**src/rtl/spi_cmd_pkg.sv**
```systemverilog
// Shared constants for the SPI command controller: opcodes, error codes,
// issue FSM encoding, frame field positions and the frame checksum helper.
package spi_cmd_pkg;

    localparam logic [7:0] OPC_WRITE = 8'h01;
    localparam logic [7:0] OPC_CLR   = 8'h02;
    localparam logic [7:0] OPC_FLUSH = 8'h03;

    localparam logic [2:0] ERR_NONE = 3'd0;
    localparam logic [2:0] ERR_LEN  = 3'd1;
    localparam logic [2:0] ERR_SYNC = 3'd2;
    localparam logic [2:0] ERR_CKS  = 3'd3;
    localparam logic [2:0] ERR_OPC  = 3'd4;
    localparam logic [2:0] ERR_OVF  = 3'd5;

    typedef enum logic [0:0] {
        IDLE  = 1'b0,
        ISSUE = 1'b1
    } issue_state_e;

    localparam int FRAME_W   = 64;
    localparam int SYNC_MSB  = 63;
    localparam int SYNC_LSB  = 56;
    localparam int OPC_MSB   = 55;
    localparam int OPC_LSB   = 48;
    localparam int ADDR_MSB  = 47;
    localparam int ADDR_LSB  = 40;
    localparam int DATA_MSB  = 39;
    localparam int DATA_LSB  = 8;
    localparam int CKS_MSB   = 7;
    localparam int CKS_LSB   = 0;
    localparam int ENTRY_W   = 40;

    // XOR of every byte above the checksum byte.
    function automatic logic [7:0] frame_cksum(input logic [FRAME_W-1:0] f);
        logic [7:0] acc;
        acc = 8'h00;
        for (int i = 1; i < 8; i++) begin
            acc = acc ^ f[i*8 +: 8];
        end
        return acc;
    endfunction

endpackage

```
**src/rtl/cmd_fifo.sv**
```systemverilog
// Synchronous FIFO holding queued {addr, data} write commands.
// Head entry is presented combinationally on rdata while not empty.
module cmd_fifo #(
    parameter int DEPTH = 4,
    parameter int WIDTH = 40
) (
    input  logic                     clk,
    input  logic                     rst,
    input  logic                     push,
    input  logic                     pop,
    input  logic                     flush,
    input  logic [WIDTH-1:0]         wdata,
    output logic [WIDTH-1:0]         rdata,
    output logic                     full,
    output logic                     empty,
    output logic [$clog2(DEPTH):0]   level
);

    localparam int AW = $clog2(DEPTH);

    logic [WIDTH-1:0] mem_r [DEPTH];
    logic [AW-1:0]    wr_ptr_r;
    logic [AW-1:0]    rd_ptr_r;
    logic [AW:0]      count_r;
    logic             do_push_s;
    logic             do_pop_s;

    assign full      = (count_r == (AW+1)'(DEPTH));
    assign empty     = (count_r == (AW+1)'(0));
    assign level     = count_r;
    assign rdata     = mem_r[rd_ptr_r];
    // A push into a full FIFO is only allowed when the head leaves in the same cycle.
    assign do_push_s = push && (!full || pop);
    assign do_pop_s  = pop && !empty;

    // Storage write; contents need no reset because occupancy gates every read.
    always_ff @(posedge clk) begin
        if (do_push_s) begin
            mem_r[wr_ptr_r] <= wdata;
        end
    end

    // Pointer and occupancy bookkeeping; flush discards everything queued.
    always_ff @(posedge clk) begin
        if (rst || flush) begin
            wr_ptr_r <= AW'(0);
            rd_ptr_r <= AW'(0);
            count_r  <= (AW+1)'(0);
        end else begin
            if (do_push_s) begin
                wr_ptr_r <= wr_ptr_r + AW'(1);
            end
            if (do_pop_s) begin
                rd_ptr_r <= rd_ptr_r + AW'(1);
            end
            case ({do_push_s, do_pop_s})
                2'b10:   count_r <= count_r + (AW+1)'(1);
                2'b01:   count_r <= count_r - (AW+1)'(1);
                default: count_r <= count_r;
            endcase
        end
    end

endmodule

```
**src/rtl/spi_cmd_ctrl.sv**
```systemverilog
// SPI command controller: validates captured frames, executes local
// commands, queues writes and issues them on the config bus one at a time.
module spi_cmd_ctrl
    import spi_cmd_pkg::*;
#(
    parameter int         FIFO_DEPTH = 4,
    parameter logic [7:0] SYNC_BYTE  = 8'hA5,
    parameter int         CNT_W      = 16
) (
    input  logic                          clk,
    input  logic                          rst,
    input  logic                          frame_valid,
    input  logic [7:0]                    frame_bits,
    input  logic [63:0]                   frame_data,
    output logic                          cfg_wr_en,
    output logic [7:0]                    cfg_addr,
    output logic [31:0]                   cfg_wdata,
    input  logic                          cfg_ready,
    output logic [CNT_W-1:0]              good_cnt,
    output logic [CNT_W-1:0]              err_cnt,
    output logic [2:0]                    err_code,
    output logic                          err_pulse,
    output logic [$clog2(FIFO_DEPTH):0]   fifo_level,
    output logic                          busy
);

    logic                 d_valid_r;
    logic [7:0]           d_bits_r;
    logic [63:0]          d_frame_r;
    logic [2:0]           err_s;
    logic                 push_s;
    logic                 clr_s;
    logic                 flush_s;
    logic                 pop_s;
    logic                 fifo_full_s;
    logic                 fifo_empty_s;
    logic [ENTRY_W-1:0]   head_s;
    issue_state_e         state_r;
    issue_state_e         next_state_s;
    logic                 cfg_wr_en_r;
    logic [7:0]           cfg_addr_r;
    logic [31:0]          cfg_wdata_r;
    logic [CNT_W-1:0]     good_cnt_r;
    logic [CNT_W-1:0]     err_cnt_r;
    logic [2:0]           err_code_r;
    logic                 err_pulse_r;

    function automatic logic [CNT_W-1:0] sat_inc(input logic [CNT_W-1:0] v);
        if (v == {CNT_W{1'b1}}) begin
            return v;
        end else begin
            return v + CNT_W'(1);
        end
    endfunction

    // Capture the frame so decode sees stable fields during stage D.
    always_ff @(posedge clk) begin
        if (rst) begin
            d_valid_r <= 1'b0;
            d_bits_r  <= 8'h00;
            d_frame_r <= 64'h0;
        end else begin
            d_valid_r <= frame_valid;
            if (frame_valid) begin
                d_bits_r  <= frame_bits;
                d_frame_r <= frame_data;
            end
        end
    end

    // Stage D decode: prioritised checks, then opcode dispatch.
    always_comb begin
        err_s   = ERR_NONE;
        push_s  = 1'b0;
        clr_s   = 1'b0;
        flush_s = 1'b0;
        if (d_valid_r) begin
            if (d_bits_r != 8'd64) begin
                err_s = ERR_LEN;
            end else if (d_frame_r[SYNC_MSB:SYNC_LSB] != SYNC_BYTE) begin
                err_s = ERR_SYNC;
            end else if (frame_cksum(d_frame_r) != d_frame_r[CKS_MSB:CKS_LSB]) begin
                err_s = ERR_CKS;
            end else begin
                case (d_frame_r[OPC_MSB:OPC_LSB])
                    OPC_WRITE: begin
                        // A head leaving this cycle frees the slot for the push.
                        if (fifo_full_s && !pop_s) begin
                            err_s = ERR_OVF;
                        end else begin
                            push_s = 1'b1;
                        end
                    end
                    OPC_CLR:   clr_s   = 1'b1;
                    OPC_FLUSH: flush_s = 1'b1;
                    default:   err_s   = ERR_OPC;
                endcase
            end
        end else begin
            err_s = ERR_NONE;
        end
    end

    cmd_fifo #(
        .DEPTH (FIFO_DEPTH),
        .WIDTH (ENTRY_W)
    ) u_fifo (
        .clk   (clk),
        .rst   (rst),
        .push  (push_s),
        .pop   (pop_s),
        .flush (flush_s),
        .wdata (d_frame_r[ADDR_MSB:DATA_LSB]),
        .rdata (head_s),
        .full  (fifo_full_s),
        .empty (fifo_empty_s),
        .level (fifo_level)
    );

    // Issue FSM next state: pop on leaving IDLE, hold ISSUE until accepted.
    always_comb begin
        next_state_s = state_r;
        pop_s        = 1'b0;
        case (state_r)
            IDLE: begin
                if (!fifo_empty_s) begin
                    next_state_s = ISSUE;
                    pop_s        = 1'b1;
                end else begin
                    next_state_s = IDLE;
                end
            end
            ISSUE: begin
                if (cfg_ready) begin
                    next_state_s = IDLE;
                end else begin
                    next_state_s = ISSUE;
                end
            end
            default: next_state_s = IDLE;
        endcase
    end

    // Issue FSM state and registered config bus outputs.
    always_ff @(posedge clk) begin
        if (rst) begin
            state_r     <= IDLE;
            cfg_wr_en_r <= 1'b0;
            cfg_addr_r  <= 8'h00;
            cfg_wdata_r <= 32'h0;
        end else begin
            state_r     <= next_state_s;
            cfg_wr_en_r <= (next_state_s == ISSUE);
            if (pop_s) begin
                cfg_addr_r  <= head_s[ENTRY_W-1:32];
                cfg_wdata_r <= head_s[31:0];
            end
        end
    end

    // Statistics: clear beats increment; counters saturate.
    always_ff @(posedge clk) begin
        if (rst) begin
            good_cnt_r  <= {CNT_W{1'b0}};
            err_cnt_r   <= {CNT_W{1'b0}};
            err_code_r  <= ERR_NONE;
            err_pulse_r <= 1'b0;
        end else begin
            err_pulse_r <= (err_s != ERR_NONE);
            if (clr_s) begin
                good_cnt_r <= {CNT_W{1'b0}};
                err_cnt_r  <= {CNT_W{1'b0}};
                err_code_r <= ERR_NONE;
            end else if (err_s != ERR_NONE) begin
                err_cnt_r  <= sat_inc(err_cnt_r);
                err_code_r <= err_s;
            end else if (d_valid_r) begin
                good_cnt_r <= sat_inc(good_cnt_r);
            end
        end
    end

    assign cfg_wr_en = cfg_wr_en_r;
    assign cfg_addr  = cfg_addr_r;
    assign cfg_wdata = cfg_wdata_r;
    assign good_cnt  = good_cnt_r;
    assign err_cnt   = err_cnt_r;
    assign err_code  = err_code_r;
    assign err_pulse = err_pulse_r;
    assign busy      = cfg_wr_en_r || !fifo_empty_s;

endmodule

```
**config.mk**
```make
export PLATFORM = sky130hd
export DESIGN_NAME = spi_cmd_ctrl
export DESIGN_NICKNAME = d
export VERILOG_FILES = /design/src/rtl/spi_cmd_pkg.sv /design/src/rtl/cmd_fifo.sv /design/src/rtl/spi_cmd_ctrl.sv
export SDC_FILE = /design/constraint.sdc
export NUM_CORES = 1
export LEC_CHECK = 0
export CAP_MARGIN = 25
export CORE_MARGIN = 2
export CORE_UTILIZATION = 40
export DETAILED_ROUTE_END_ITERATION = 8
export PLACE_DENSITY_LB_ADDON = 0.1
export SETUP_SLACK_MARGIN = 0.5
export SYNTH_ARGS = -nofsm -noshare
export SYNTH_HDL_FRONTEND = slang
export SYNTH_HIERARCHICAL = 1
export SYNTH_SLANG_ARGS = --single-unit
```
**constraint.sdc**
```tcl
create_clock -name clk -period 7.47 [get_ports clk]
set_clock_uncertainty 0.15 [all_clocks]
set_input_delay 0.747 -clock clk [delete_from_list [all_inputs] [get_ports clk]]
set_output_delay 0.747 -clock clk [all_outputs]
set_load 0.02 [all_outputs]
```
==> metrics.csv <==
metric,value,unit
seq_area_frac_synth,0.6241,
grt.total_usage,0.1795,
finalNetCount,1224,
routabilityCongestion,0.7435,
status,finished clean,
grt_pass1_vias,7980,
finalSetupViolCount,0,
synth_ff_type,edfxtp_1,
holdPathEnd,cfg_wdata[9]$_SDFFE_PP0P_,
final_util,0.5003,
cts_htree_levels,2,
cts_tree,built,
swShare,0.2203,
clockBufferDepth,3,
synth_seq_cells,319,
synth_area,12800,µm²
dp.cells,1503,
max_slew_margin,0.4259,
r2r_setup_slack,3.56,ns
min_path_cells,2,
peakVddDrop,0.1334,mV
cp-end-kind,flop,
ys.warnings.count,6,
ant_nets,0,
num_rows,65,
grt_overflow,0,
syn_nets,1074,
num_io_pins,157,
core,31560,µm²
antenna_found_initial,0,
p_switching,0.8163,mW
post_synth.cell_area_avg,12.93,µm²
worst_pin_slew,0.8611,ns
synthArstFlopShare,0,
grt_pass1_wl,46330,µm
num_vias,8169,
drt_iter0_markers,639,
hp-class,flop to flop,
fillCellCount,2803,
crit_fanout,42,
routed_wl,29720,µm
final_layout_size_suffix_gt1_frac,0.1130,
rsz0062_at_grt,false,
fin_crit_sh,0.5228,
drv_slew,0,
hold_start,cfg_wdata[9]$_SDFFE_PP0P_,
r2r_start,u_fifo/level[1]$_SDFFE_PP0P_,
synth_edf_count,160,
netlist-cell-type-count,55,
syn_inst,990,
fin_crit,3.905,ns
p_int,2.890,mW
cts_buffers,36,
worst-r2r-cell-count,13,
p_per_area,234.7,nW/µm²
cts_resized,0,
insertion_delay,0.51,ns
finalPower,3.706,mW
hold_slack,0.2995,ns
hpwlAfterDp,18870,µm
cp.arrival,4.19,ns
cap_violations,0,
die_area,33440,µm²
antenna_cells,0,
p_clk_frac,0.430,
p_leak,5.311,nW
required,7.76,ns
portBuffers,156,
cts.sinks,319,
hold_violations,0,
setup_tns,0,ns
fmax,256.1,MHz
stdcell_count,1570,
postCtsSetupRepairBufs,0,
die_height,182.9,µm
path_class,flop to flop,
area_growth_syn_to_layout,23.35,%
die_w,182.9,µm
initial_core_util,0.4056,
drc,0,
cp-start-kind,flop,
power_frac_comb,0.059,
drt_first_pass_iters,5,
root_buffer,clkbuf_16,
r2r-end,u_fifo/level[2]$_SDFFE_PP0P_,
path_clk_slew,0.06,ns
wl_per_cell,18.93,µm
via_per_inst,5.203,
grt_max_degree,65,
hold_buffers,0,
p_seq_frac,0.511,
-- registers in the layout (all words and copies together), names as in the netlist, named ones only --
register,flops
u_fifo/mem_r,160
d_frame_r,64
cfg_wdata,32
err_cnt,16
good_cnt,16
cfg_addr,8
d_bits_r,8
err_code,3
u_fifo/level,3
u_fifo/rd_ptr_r,2
u_fifo/wr_ptr_r,2
cfg_wr_en,1
d_valid_r,1
err_pulse,1
-- cell usage in the layout, fill, tap and decap left out, types with 11 or more instances in the layout --
cell type	count
clkbuf_16	37
and3_1	12
clkbuf_1	11
mux4_2	40
dfxtp_1	157
o21ai_0	12
inv_1	14
clkdlybuf4s50_1	154
nand2_1	94
nand3_1	23
clkinv_1	11
xnor2_1	54
o31ai_1	26
or4_1	21
edfxtp_1	160
mux2i_1	72
a21oi_1	73
buf_4	15
nor2_1	84
nand4_1	15
-- power groups by stage --
stage               sequential [mW]  combinational [mW]  clock, mW
CTS                            1.89               0.221       1.63
finish                         1.89               0.219       1.59
detailed placement             1.93               0.220          0
floorplan                      1.92               0.138          0
global placement               1.93               0.219          0
global route                   1.90               0.239       1.70
-- cell type report --
class	instances	area, µm²	area share
flip-flops and latches	319	7990	0.5061
multi-input cells	599	4523	0.2865
repair buffers	170	1659	0.1051
clock buffers	49	980.9	0.06213
well taps	402	503.0	0.03186
clock inverters	17	78.83	0.004993
inverters	14	52.55	0.003329
-- metrics by stage --
step,instance area [µm²],setup WS [ns]
after global routing,15790,3.231
after detailed placement,14720,3.239
after floorplan,12800,3.885
after global placement,14720,3.281
final,15790,3.565
after CTS,15780,3.198
-- cell families (layout without fill, tap and decap cells) --
logic type	Yosys count	after routing	synth area share
adder cells (fa/ha/maj)	8	8	0.008407
flip-flops	319	319	0.6241
buffers and inverters	72	250	0.02317
XOR/XNOR	58	58	0.04086
AND/OR/NAND/NOR	296	296	0.1167
AO/OA/AOI/OAI	125	125	0.06003
multiplexers	112	112	0.1267
-- worst max-delay path by stage --
| stage | startpoint | to | slack, ns | depth (start not counted) |
|---|---|---|---|---|
| after floorplan | u_fifo/level[1]$_SDFFE_PP0P_ | u_fifo/level[2]$_SDFFE_PP0P_ | 3.89 | 15 |
| after global placement | d_frame_r[11]$_SDFFE_PP0P_ | u_fifo/level[2]$_SDFFE_PP0P_ | 3.28 | 15 |
| after detailed placement | d_frame_r[11]$_SDFFE_PP0P_ | u_fifo/level[2]$_SDFFE_PP0P_ | 3.24 | 15 |
| after CTS | d_frame_r[11]$_SDFFE_PP0P_ | u_fifo/level[2]$_SDFFE_PP0P_ | 3.20 | 15 |
| after global routing | u_fifo/level[1]$_SDFFE_PP0P_ | u_fifo/level[2]$_SDFFE_PP0P_ | 3.23 | 13 |
| final | u_fifo/level[1]$_SDFFE_PP0P_ | u_fifo/level[2]$_SDFFE_PP0P_ | 3.56 | 13 |
-- synth_stat cells (3+ instances only) --
master    count  area [µm²]
nor3_1        5       25.02
and4_1        4       35.03
clkbuf_1     38       142.6
and3_2        4       30.03
nand2b_1      3       18.77
a21oi_1      73       365.4
mux4_2       40       900.9
nand4_1      15       93.84
buf_2        11       55.05
xnor2_1      54       473.0
nor2_1       84       315.3
dfxtp_1     159        3183
and3_1       12       75.07
edfxtp_1    160        4805
buf_1         6       22.52
nand2_1      94       352.8
o31ai_1      26       195.2
and2_1        4       25.02
inv_1        14       52.55
mux2i_1      72       720.7
or4_4         5       56.30
ha_1          7       87.58
a21oi_2       5       43.79
o21ai_0      12       60.06
nand3_1      23       115.1
or4_1        21       157.7
or3_1         5       31.28
-- worst max-delay path: stages (launching register included) --
cell	delay, ns
dfxtp_1	0.36
nor3_1	0.50
or2_2	0.20
buf_4	0.40
inv_1	0.11
or4b_1	0.64
and2_4	0.23
inv_1	0.06
ha_1	0.18
inv_1	0.06
fa_1	0.37
xor2_1	0.15
or3_1	0.30
a21oi_1	0.14
-- layer usage --
metal / vias to the layer above / wire, µm / GRT usage
li1: 3955 / - / -
met1: 3973 / 14720 / 0.2687
met2: 203 / 13070 / 0.2742
met3: 38 / 1450 / 0.03098
met4: 0 / 489 / 0.04000
met5: - / 0 / 0
No activity file was read; power rests on OpenSTA's default activity.
